$ cat src/rtl/snake_pkg.sv
// Shared definitions for the snake game blocks: game and eat state encodings,
// playfield/body constants, renderer cell codes and a playfield range helper.
package snake_pkg;

  typedef enum logic [1:0] {
    ST_START,
    ST_PLAY,
    ST_DIE,
    ST_WIN
  } game_state_e;

  typedef enum logic [1:0] {
    E_IDLE,
    E_PULSE,
    E_RELOC
  } eat_state_e;

  typedef enum logic [1:0] {
    CELL_NONE,
    CELL_HEAD,
    CELL_BODY,
    CELL_WALL
  } cell_e;

  localparam logic [5:0] X_MAX   = 6'd38;  // playfield x = 1..X_MAX
  localparam logic [5:0] Y_MAX   = 6'd28;  // playfield y = 1..Y_MAX
  localparam logic [6:0] MAX_LEN = 7'd16;  // body store capacity

  // True when (x, y) lies inside the playable area (border cells excluded).
  function automatic logic in_field(input logic [5:0] x, input logic [5:0] y);
    return (x >= 6'd1) && (x <= X_MAX) && (y >= 6'd1) && (y <= Y_MAX);
  endfunction

endpackage

$ cat src/rtl/snake_lfsr12.sv
// 12-bit Fibonacci LFSR, taps 12,11,10,4, free-running every cycle.
// Ports: clk, clr (sync active-high, loads SEED), lfsr (current value).
// The update is invertible, so a nonzero seed never reaches the all-zero lockup.
module snake_lfsr12 #(
  parameter logic [11:0] SEED = 12'hACE
) (
  input  logic        clk,
  input  logic        clr,
  output logic [11:0] lfsr
);

  logic fb;

  assign fb = lfsr[11] ^ lfsr[10] ^ lfsr[9] ^ lfsr[3];

  // NOTE: sequential state uses non-blocking (<=) so every register samples
  // pre-edge values; blocking here would create order-dependent races.
  always_ff @(posedge clk) begin
    if (clr) lfsr <= SEED;
    else     lfsr <= {lfsr[10:0], fb};
  end

endmodule

$ cat src/rtl/snake_game_ctrl.sv
// Game-level sequencer for the snake datapath: START/PLAY/DIE/WIN FSM, apple
// eating with a held grow request, LFSR apple relocation and saturating score.
// Ports:
//   clk, clr            clock, synchronous active-high reset
//   start_btn           level button, acted on at its rising edge
//   head_x/head_y       datapath head cell
//   hit_wall/hit_body   datapath collision flags
//   cube_num            datapath current length
//   snake_clr           datapath clear, high throughout START
//   s_start/s_play/s_die, game_win   one-hot state qualifiers (+ win flag)
//   add_cube            grow request, ADD_HOLD cycles per apple
//   apple_x/apple_y/apple_valid      apple cell and its displayable flag
//   score               apples eaten, saturating at 255
// All outputs are registered from the next-state logic.
module snake_game_ctrl
  import snake_pkg::*;
#(
  parameter logic [3:0]  ADD_HOLD  = 4'd2,
  parameter logic [5:0]  APPLE_X0  = 6'd20,
  parameter logic [5:0]  APPLE_Y0  = 6'd15,
  parameter logic [11:0] LFSR_SEED = 12'hACE
) (
  input  logic       clk,
  input  logic       clr,
  input  logic       start_btn,
  input  logic [5:0] head_x,
  input  logic [5:0] head_y,
  input  logic       hit_wall,
  input  logic       hit_body,
  input  logic [6:0] cube_num,
  output logic       snake_clr,
  output logic       s_start,
  output logic       s_play,
  output logic       s_die,
  output logic       game_win,
  output logic       add_cube,
  output logic [5:0] apple_x,
  output logic [5:0] apple_y,
  output logic       apple_valid,
  output logic [7:0] score
);

  game_state_e state, state_d;
  eat_state_e  eat, eat_d;
  logic [3:0]  hold_cnt, hold_d;
  logic        start_q, btn_rise;
  logic        add_d, valid_d;
  logic [5:0]  apple_x_d, apple_y_d, cand_x, cand_y;
  logic [7:0]  score_d;
  logic [11:0] lfsr;

  snake_lfsr12 #(.SEED(LFSR_SEED)) u_lfsr (
    .clk  (clk),
    .clr  (clr),
    .lfsr (lfsr)
  );

  assign btn_rise = start_btn & ~start_q;
  assign cand_x   = lfsr[5:0];
  assign cand_y   = lfsr[11:6];

  // NOTE: every signal written here gets a default first, so no path leaves
  // a value unassigned and no latch is inferred.
  always_comb begin
    state_d   = state;
    eat_d     = eat;
    hold_d    = hold_cnt;
    add_d     = 1'b0;
    valid_d   = apple_valid;
    apple_x_d = apple_x;
    apple_y_d = apple_y;
    score_d   = score;
    unique case (state)
      ST_START: begin
        if (btn_rise) begin
          state_d   = ST_PLAY;
          eat_d     = E_IDLE;
          score_d   = 8'd0;
          apple_x_d = APPLE_X0;
          apple_y_d = APPLE_Y0;
          valid_d   = 1'b1;
        end
      end
      ST_PLAY: begin
        // Priority: collision, then win, then eating. Leaving PLAY drops
        // add_cube (default 0) and parks the eat sub-FSM.
        if (hit_wall | hit_body) begin
          state_d = ST_DIE;
          eat_d   = E_IDLE;
        end else if (cube_num >= MAX_LEN) begin
          state_d = ST_WIN;
          eat_d   = E_IDLE;
        end else begin
          unique case (eat)
            E_IDLE: begin
              if (apple_valid && head_x == apple_x && head_y == apple_y) begin
                eat_d   = E_PULSE;
                add_d   = 1'b1;
                hold_d  = ADD_HOLD - 4'd1;
                valid_d = 1'b0;
                score_d = (score == 8'hFF) ? score : score + 8'd1;
              end
            end
            E_PULSE: begin
              // hold_cnt counts the remaining high cycles after the first.
              if (hold_cnt == 4'd0) begin
                eat_d = E_RELOC;
              end else begin
                add_d  = 1'b1;
                hold_d = hold_cnt - 4'd1;
              end
            end
            E_RELOC: begin
              if (in_field(cand_x, cand_y) && !(cand_x == head_x && cand_y == head_y)) begin
                apple_x_d = cand_x;
                apple_y_d = cand_y;
                valid_d   = 1'b1;
                eat_d     = E_IDLE;
              end
            end
            default: eat_d = E_IDLE;
          endcase
        end
      end
      ST_DIE, ST_WIN: begin
        if (btn_rise) state_d = ST_START;
      end
      default: state_d = ST_START;
    endcase
  end

  always_ff @(posedge clk) begin
    if (clr) begin
      state       <= ST_START;
      eat         <= E_IDLE;
      hold_cnt    <= 4'd0;
      start_q     <= 1'b1;  // a button held through reset is not an edge
      add_cube    <= 1'b0;
      apple_x     <= APPLE_X0;
      apple_y     <= APPLE_Y0;
      apple_valid <= 1'b1;
      score       <= 8'd0;
      snake_clr   <= 1'b1;
      s_start     <= 1'b1;
      s_play      <= 1'b0;
      s_die       <= 1'b0;
      game_win    <= 1'b0;
    end else begin
      state       <= state_d;
      eat         <= eat_d;
      hold_cnt    <= hold_d;
      start_q     <= start_btn;
      add_cube    <= add_d;
      apple_x     <= apple_x_d;
      apple_y     <= apple_y_d;
      apple_valid <= valid_d;
      score       <= score_d;
      snake_clr   <= (state_d == ST_START);
      s_start     <= (state_d == ST_START);
      s_play      <= (state_d == ST_PLAY);
      s_die       <= (state_d == ST_DIE) || (state_d == ST_WIN);
      game_win    <= (state_d == ST_WIN);
    end
  end

endmodule
$ cat config.mk
export PLATFORM = sky130hd
export DESIGN_NAME = snake_game_ctrl
export DESIGN_NICKNAME = d
export VERILOG_FILES = /design/src/rtl/snake_pkg.sv /design/src/rtl/snake_lfsr12.sv /design/src/rtl/snake_game_ctrl.sv
export SDC_FILE = /design/constraint.sdc
export NUM_CORES = 1
export LEC_CHECK = 0
export ABC_AREA = 1
export CAP_MARGIN = 20
export CORE_MARGIN = 3
export CORE_UTILIZATION = 50
export CTS_BUF_LIST = sky130_fd_sc_hd__clkbuf_16
export DETAILED_ROUTE_END_ITERATION = 7
export GPL_ROUTABILITY_DRIVEN = 0
export PLACE_DENSITY = 0.78
export SLEW_MARGIN = 20
export SYNTH_ARGS = -nofsm -noshare
export SYNTH_HDL_FRONTEND = slang
export SYNTH_SLANG_ARGS = --single-unit
export TNS_END_PERCENT = 5
$ cat constraint.sdc
create_clock -name clk -period 1.7 [get_ports clk]
set_input_delay 0.255 -clock clk [delete_from_list [all_inputs] [get_ports clk]]
set_output_delay 0.255 -clock clk [all_outputs]
set_load 0.01 [all_outputs]
# == Word-level counts from Yosys, hierarchy flattened ==
# Index checks and enable logic that the tools add are counted.
# totals
register_bits,47
latch_bits,0
ram_bits,0
rom_bits,0
input_bits,24
output_inout_bits,27
word_cells,126
memories,0
# op_classes
add_sub_neg,2
n_mul,0
n_div,0
magnitude_cmp,5
n_eq_ne,29
n_shift,0
muxes,45
bitwise,9
n_reduce_logical,22
# ops
operator,count
2-to-1 mux 6 bit,10
2-to-1 mux 8 bit,6
equality test 6 bit,4
case mux 6 bit (2 select lines),2
2-to-1 mux 2 bit,10
"!= test 2 bit, second input constant",9
case mux 8 bit (2 select lines),1
"!= test 5 bit, second input constant",3
AND reduction 7 bit,2
"greater-or-equal comparator 6 x 1 -> 1 bit, second input constant",2
case mux 2 bit (3 select lines),2
AND reduction 6 bit,2
"equality test 2 bit, second input constant",5
"adder 8 x 1 -> 8 bit, second input constant",1
"equality test 8 bit, second input constant",1
2-to-1 mux 4 bit,2
case mux 4 bit (2 select lines),1
"greater-or-equal comparator 7 x 5 -> 1 bit, second input constant",1
logical AND 1 bit,7
2-to-1 mux 1 bit,7
"equality test 2 x 1 -> 1 bit, second input constant",3
"less-or-equal comparator 6 x 5 -> 1 bit, second input constant",1
"less-or-equal comparator 6 bit, second input constant",1
zero test 2 bit,3
17 further kinds,26

# == Longest topological paths before layout ==
# depth
word_depth,10
depth_mapped,15
mapped_depth_nobuf,15

# == By module ==
# From an unflattened synthesis, not the netlist that was laid out.
# unflattened
cells_unflattened,412
area_unflattened_um2,2770.2
# modules_own_cells
module,n_inst,cells_each,area_per_inst_um2,seq_area_each_um2
snake_game_ctrl,1,367,2376.0,700.7
snake_lfsr12,1,45,394.1,240.2

# == Worst setup path before layout ==
# OpenSTA, ideal clock, no wires.
# synth_timing
path_kind,reg2reg
from,register score[0]
to,register score[1]
setup_ns,0.125
arrival_ns,1.419
required_time_ns,1.575
path_slack_ns,0.156
path_stages_with_launch,11
path_buffers,0
synth_period_minus_slack_ns,1.544
cell_sequence,dfxtp_1 > ha_1 > nand2_1 > nor3_2 > nand3_1 > nand4_1 > nand2_2 > nand2_4 > nand2_1 > o21ai_1 > nor2_1
# synth_via
elab_chain_cells,7
word_cells_on_any_way,10
cone_classes,add/sub: 1; eq/ne: 2; mux: 6; reduce/logical: 1
# synth_lines
element,line,text
"start, declared",snake_game_ctrl.sv:40,output logic [7:0] score
"start signal, assigned",snake_game_ctrl.sv:157,score <= score_d;
adder 8 x 1 -> 8 bit,snake_game_ctrl.sv:101,score_d = (score == 8'hFF) ? score : score + 8'd1;
2-to-1 mux 8 bit,snake_game_ctrl.sv:101,
2-to-1 mux 8 bit,snake_game_ctrl.sv:96,if (apple_valid && head_x == apple_x && head_y == apple_y) begin
2-to-1 mux 8 bit,snake_game_ctrl.sv:94,unique case (eat)
2-to-1 mux 8 bit,snake_game_ctrl.sv:90,end else if (cube_num >= MAX_LEN) begin
2-to-1 mux 8 bit,snake_game_ctrl.sv:87,if (hit_wall | hit_body) begin
case mux 8 bit (2 select lines),snake_game_ctrl.sv:73,unique case (state)
# Several ways; a longest one is shown, not always the timed one. The select of a mux whose other input is x is not followed.
# A chain may end at the register's enable or synchronous reset.

# == Worst setup path after layout ==
# layout_timing
from,register u_lfsr.lfsr[11]
to,register apple_x[4]
# layout_via
elab_chain_cells,6
word_cells_on_any_way,10
cone_classes,order compare: 2; eq/ne: 2; reduce/logical: 6
# layout_lines
element,line,text
"start, declared",snake_lfsr12.sv:9,output logic [11:0] lfsr
"start signal, assigned",snake_lfsr12.sv:20,"else lfsr <= {lfsr[10:0], fb};"
greater-or-equal comparator 6 x 1 -> 1 bit or equality test 6 bit (tied branches),"snake_pkg.sv:31, snake_game_ctrl.sv:114",
"logical AND 1 bit, on equally long branches","snake_pkg.sv:31, snake_game_ctrl.sv:114",
logical AND 1 bit or zero test 1 bit (tied branches),"snake_pkg.sv:31, snake_game_ctrl.sv:114",
logical AND 1 bit *,snake_game_ctrl.sv:114,"if (in_field(cand_x, cand_y) && !(cand_x == head_x && cand_y == head_y)) begin"
!= test 2 bit (no line) *,-,
AND reduction 6 bit (no line) *,-,
"end signal, assigned",snake_game_ctrl.sv:154,apple_x <= apple_x_d;
"end, declared",snake_game_ctrl.sv:37,"output logic [5:0] apple_x,"
# Mark *: on every way between the ends. The rest lies on a longest branch, timed or not.

==> impl_metrics.toml <==
[worst_hold_path]
hp-class = "reg2reg"

[power]
clkPwrFrac_pct = 38.6
seqPwrFrac_pct = 42.3
combPwrFrac_pct = 19.0
p_int_w = 0.00210
switchingPower_w = 0.000749
p_sw_share_pct = 26.3
powerDensity_nw_per_um2 = 794
peakVddDrop_mv = 0.711
power_w = 0.00285
leakage_nw = 1.69

[worst_setup_path]
cp-startpoint = "u_lfsr.lfsr[11]$_SDFF_PP1_"
cpMostUsedCell = "nand2_2"
cp_max_fo = 6
r2r_end = "apple_x[4]$_SDFFE_PP1P_"
cp_top_family = "simple AND/OR/NAND/NOR gates"
worst_ep_arrival_time_ns = 1.93
cp.required_ns = 1.91
crit_buf_inv = 3
worstSetupEndpointType = "flip-flop"
endpoint = "apple_x[4]$_SDFFE_PP1P_"
start_kind = "flip-flop"
crit_type = "reg2reg"
crit_chain = "inv_2 -> ha_4 -> nand2_2 -> o21ai_2 -> nand3_2 -> nor2_2 -> nand2_2 -> nand2_2 -> nand2_4 -> buf_12 -> inv_4 -> o21ai_0 -> o211ai_1"
crit_slowest_cell = "dfxtp_2"
reg2reg_depth = 13
reg2reg_from = "u_lfsr.lfsr[11]$_SDFF_PP1_"
worst_path_largest_cell_delay_ns = 0.32
r2r_slack_ns = -0.02
cp.depth = 13

[grt]
grt_pass1_wl_microns = 11000
grt_use_total_pct = 22.8
grt_pass1_vias = 2519
grt-ovfl-total = 0
grt_max_degree = 15
antenna_found_initial = 0

[yosys]
syn_area_sq_um = 2510
synth_top_area_share_pct = 37.5
netlist_instances = 377
ys_warn_count = 0
synthArstFlopShare_pct = 0
synth.distinct_cells = 34
synth-edff-count = 0
synthesis.nets = 407
synth.largest_area_cell = "dfxtp_1"
ys.flop_type = "dfxtp_1"
yosys-top-cells-area = "dfxtp_1 37%, nand2_1 17%, nor2_1 7.5%, inv_1 7.0%, nand3_1 4.2%"
ys_seq_elements = 47
avgSynthCellArea_sq_um = 6.66
synth_seq_area_share_pct = 37.5

[floorplanning]
dieArea_sq_um = 5910
chipWidth_microns = 76.9
placementRows = 25
coreArea_sq_um = 4790
ioPinCount = 51
fp.dieH_microns = 76.9
initial_utilization_pct = 52.4

[timing]
tns_ns = -0.0373
maxSlewViolCount = 0
setup_slack_ns = -0.0243
worstMarginPinSlew_ns = 0.398
post-route-period-util_pct = 101
fmax_mhz = 580
fin_crit_ns = 1.72
timing.hold.ws_ns = 0.462
max_slew_margin_pct = 73.2
setup_violations = 2
rsz0062_at_grt = "yes"
hold_violations = 0
clock_skew_ns = 0.00593

[outcome]
outcome = "complete, but fails checks"
violations = "setup timing"

[route]
vias = 2593
drt_first_pass_iters = 4
avgRoutedWirePerCell_microns = 12.5
drc = 0
wl_microns = 6580
vias_per_cell = 4.94
first_iter_violations = 146
antenna_left = 0

[placement]
placed_cells = 516
port-buffer-count = 46
dpl.hpwl_microns = 4860

[cts]
cts.sinks = 47
clockBufferDepth = 2
cts.htree.levels = 2
cts_tree = "built"
clockRootBuffer = "clkbuf_16"
clk_pin_slew_worst_paths_ns = 0.06
clk_latency_ns = 0.29
postCtsHoldBufs = 0
cts_made_buffers = 5

[final_layout]
fin_cells = 525
antenna_cells = 0
drive_above_1_share_pct = 20.1
layout_commonest_cell = "nand2_1"
area_delta_synth_final_pct = 42.8
most-common-layout-cells = "103 x nand2_1, 46 x inv_1, 45 x nor2_1, 44 x dfxtp_1, 41 x clkdlybuf4s50_1"
fin_nets = 487

[run]
cap_viol_max_count = 0
per-stage QoR:
stage	area [sq um]	worst slack [ns]	util [%]
2_1_floorplan	2510	0.156	-
3_3_place_gp	3280	-0.287	68.6
3_5_place_dp	3280	-0.329	68.6
4_1_cts	3460	-0.0183	72.3
5_1_grt	3580	-0.135	74.9
6_report	3580	-0.0243	74.9
timing repair:
action,4_1_cts,5_1_grt
setup buffers,0,1
pin swaps,1,14
gates cloned,0,0
resized for setup,5,35
endpoints found under the setup margin,16,28
area by class of cell:
cell class / count / area, sq um
clock inverter: 3 / 38.8
fill: 375 / 1200
tap: 67 / 83.8
timing repair buffer: 80 / 757
multi-input combinational: 269 / 1430
sequential: 47 / 945
clock buffer: 5 / 125
inverter: 54 / 209
metal layers:
metal  vias to the layer above  routed length [microns]  global-route usage, %  share of wire [%]
met5                         -                        0                      0                  0
met4                         0                      126                   10.3                1.9
met3                        11                      290                   5.28                4.4
met2                        71                     3340                   40.3                 51
met1                      1191                     2830                   26.0                 43
li1                       1320                        -                      -                  -
cell families (layout without fill, tap and decap cells):
group	count (synthesis)	count (layout)	synth area share, %
AND/OR/NAND/NOR	210	210	35.8
buffers and inverters	61	142	10.0
flip-flops	47	47	37.5
AO/OA/AOI/OAI	39	39	8.82
XOR/XNOR	14	14	4.89
adder cells (fa/ha/maj)	6	6	2.99
registers in the layout, summed over array words and instances (netlist names):
| name | cells |
|---|---|
| add_cube | 1 |
| apple_valid | 1 |
| apple_x | 6 |
| apple_y | 6 |
| eat | 2 |
| game_win | 1 |
| hold_cnt | 4 |
| s_die | 1 |
| s_play | 1 |
| s_start | 1 |
| score | 8 |
| start_q | 1 |
| state | 2 |
| u_lfsr.lfsr | 12 |
power by group through the flow:
stage	Sequential, W	Clock (W)	Combinational, W
after floorplan	0.00123	0	0.000251
after global placement	0.00122	0	0.000490
after detailed placement	0.00122	0	0.000497
after CTS	0.00120	0.00110	0.000509
after global routing	0.00121	0.00115	0.000593
final	0.00120	0.00110	0.000542
worst min-delay path by stage:
stage,start,end,slack (ns),cells after the start
after floorplan,clr,hold_cnt[0]$_SDFFE_PP0P_,0.32,1
after global placement,apple_valid$_SDFFE_PP1P_,apple_valid$_SDFFE_PP1P_,0.46,2
after detailed placement,apple_valid$_SDFFE_PP1P_,apple_valid$_SDFFE_PP1P_,0.45,2
after CTS,apple_valid$_SDFFE_PP1P_,apple_valid$_SDFFE_PP1P_,0.46,2
after global routing,apple_valid$_SDFFE_PP1P_,apple_valid$_SDFFE_PP1P_,0.49,2
final,apple_valid$_SDFFE_PP1P_,apple_valid$_SDFFE_PP1P_,0.46,2
tightest hold or removal path, stage by stage (launching register included):
cell,delay [ns]
dfxtp_1,0.32
nand2_1,0.06
nand2_1,0.04
Yosys cell counts, types with 5 or more instances:
cell type / count
nand2_1: 112
nor2_1: 50
dfxtp_1: 47
inv_1: 47
nand3_1: 21
a21oi_1: 12
o21ai_0: 12
xnor2_1: 8
nor3_1: 7
ha_1: 6
nand2_2: 6
xor2_1: 6
inv_2: 5
o211ai_1: 5
No activity file was read; power rests on OpenSTA's default activity.
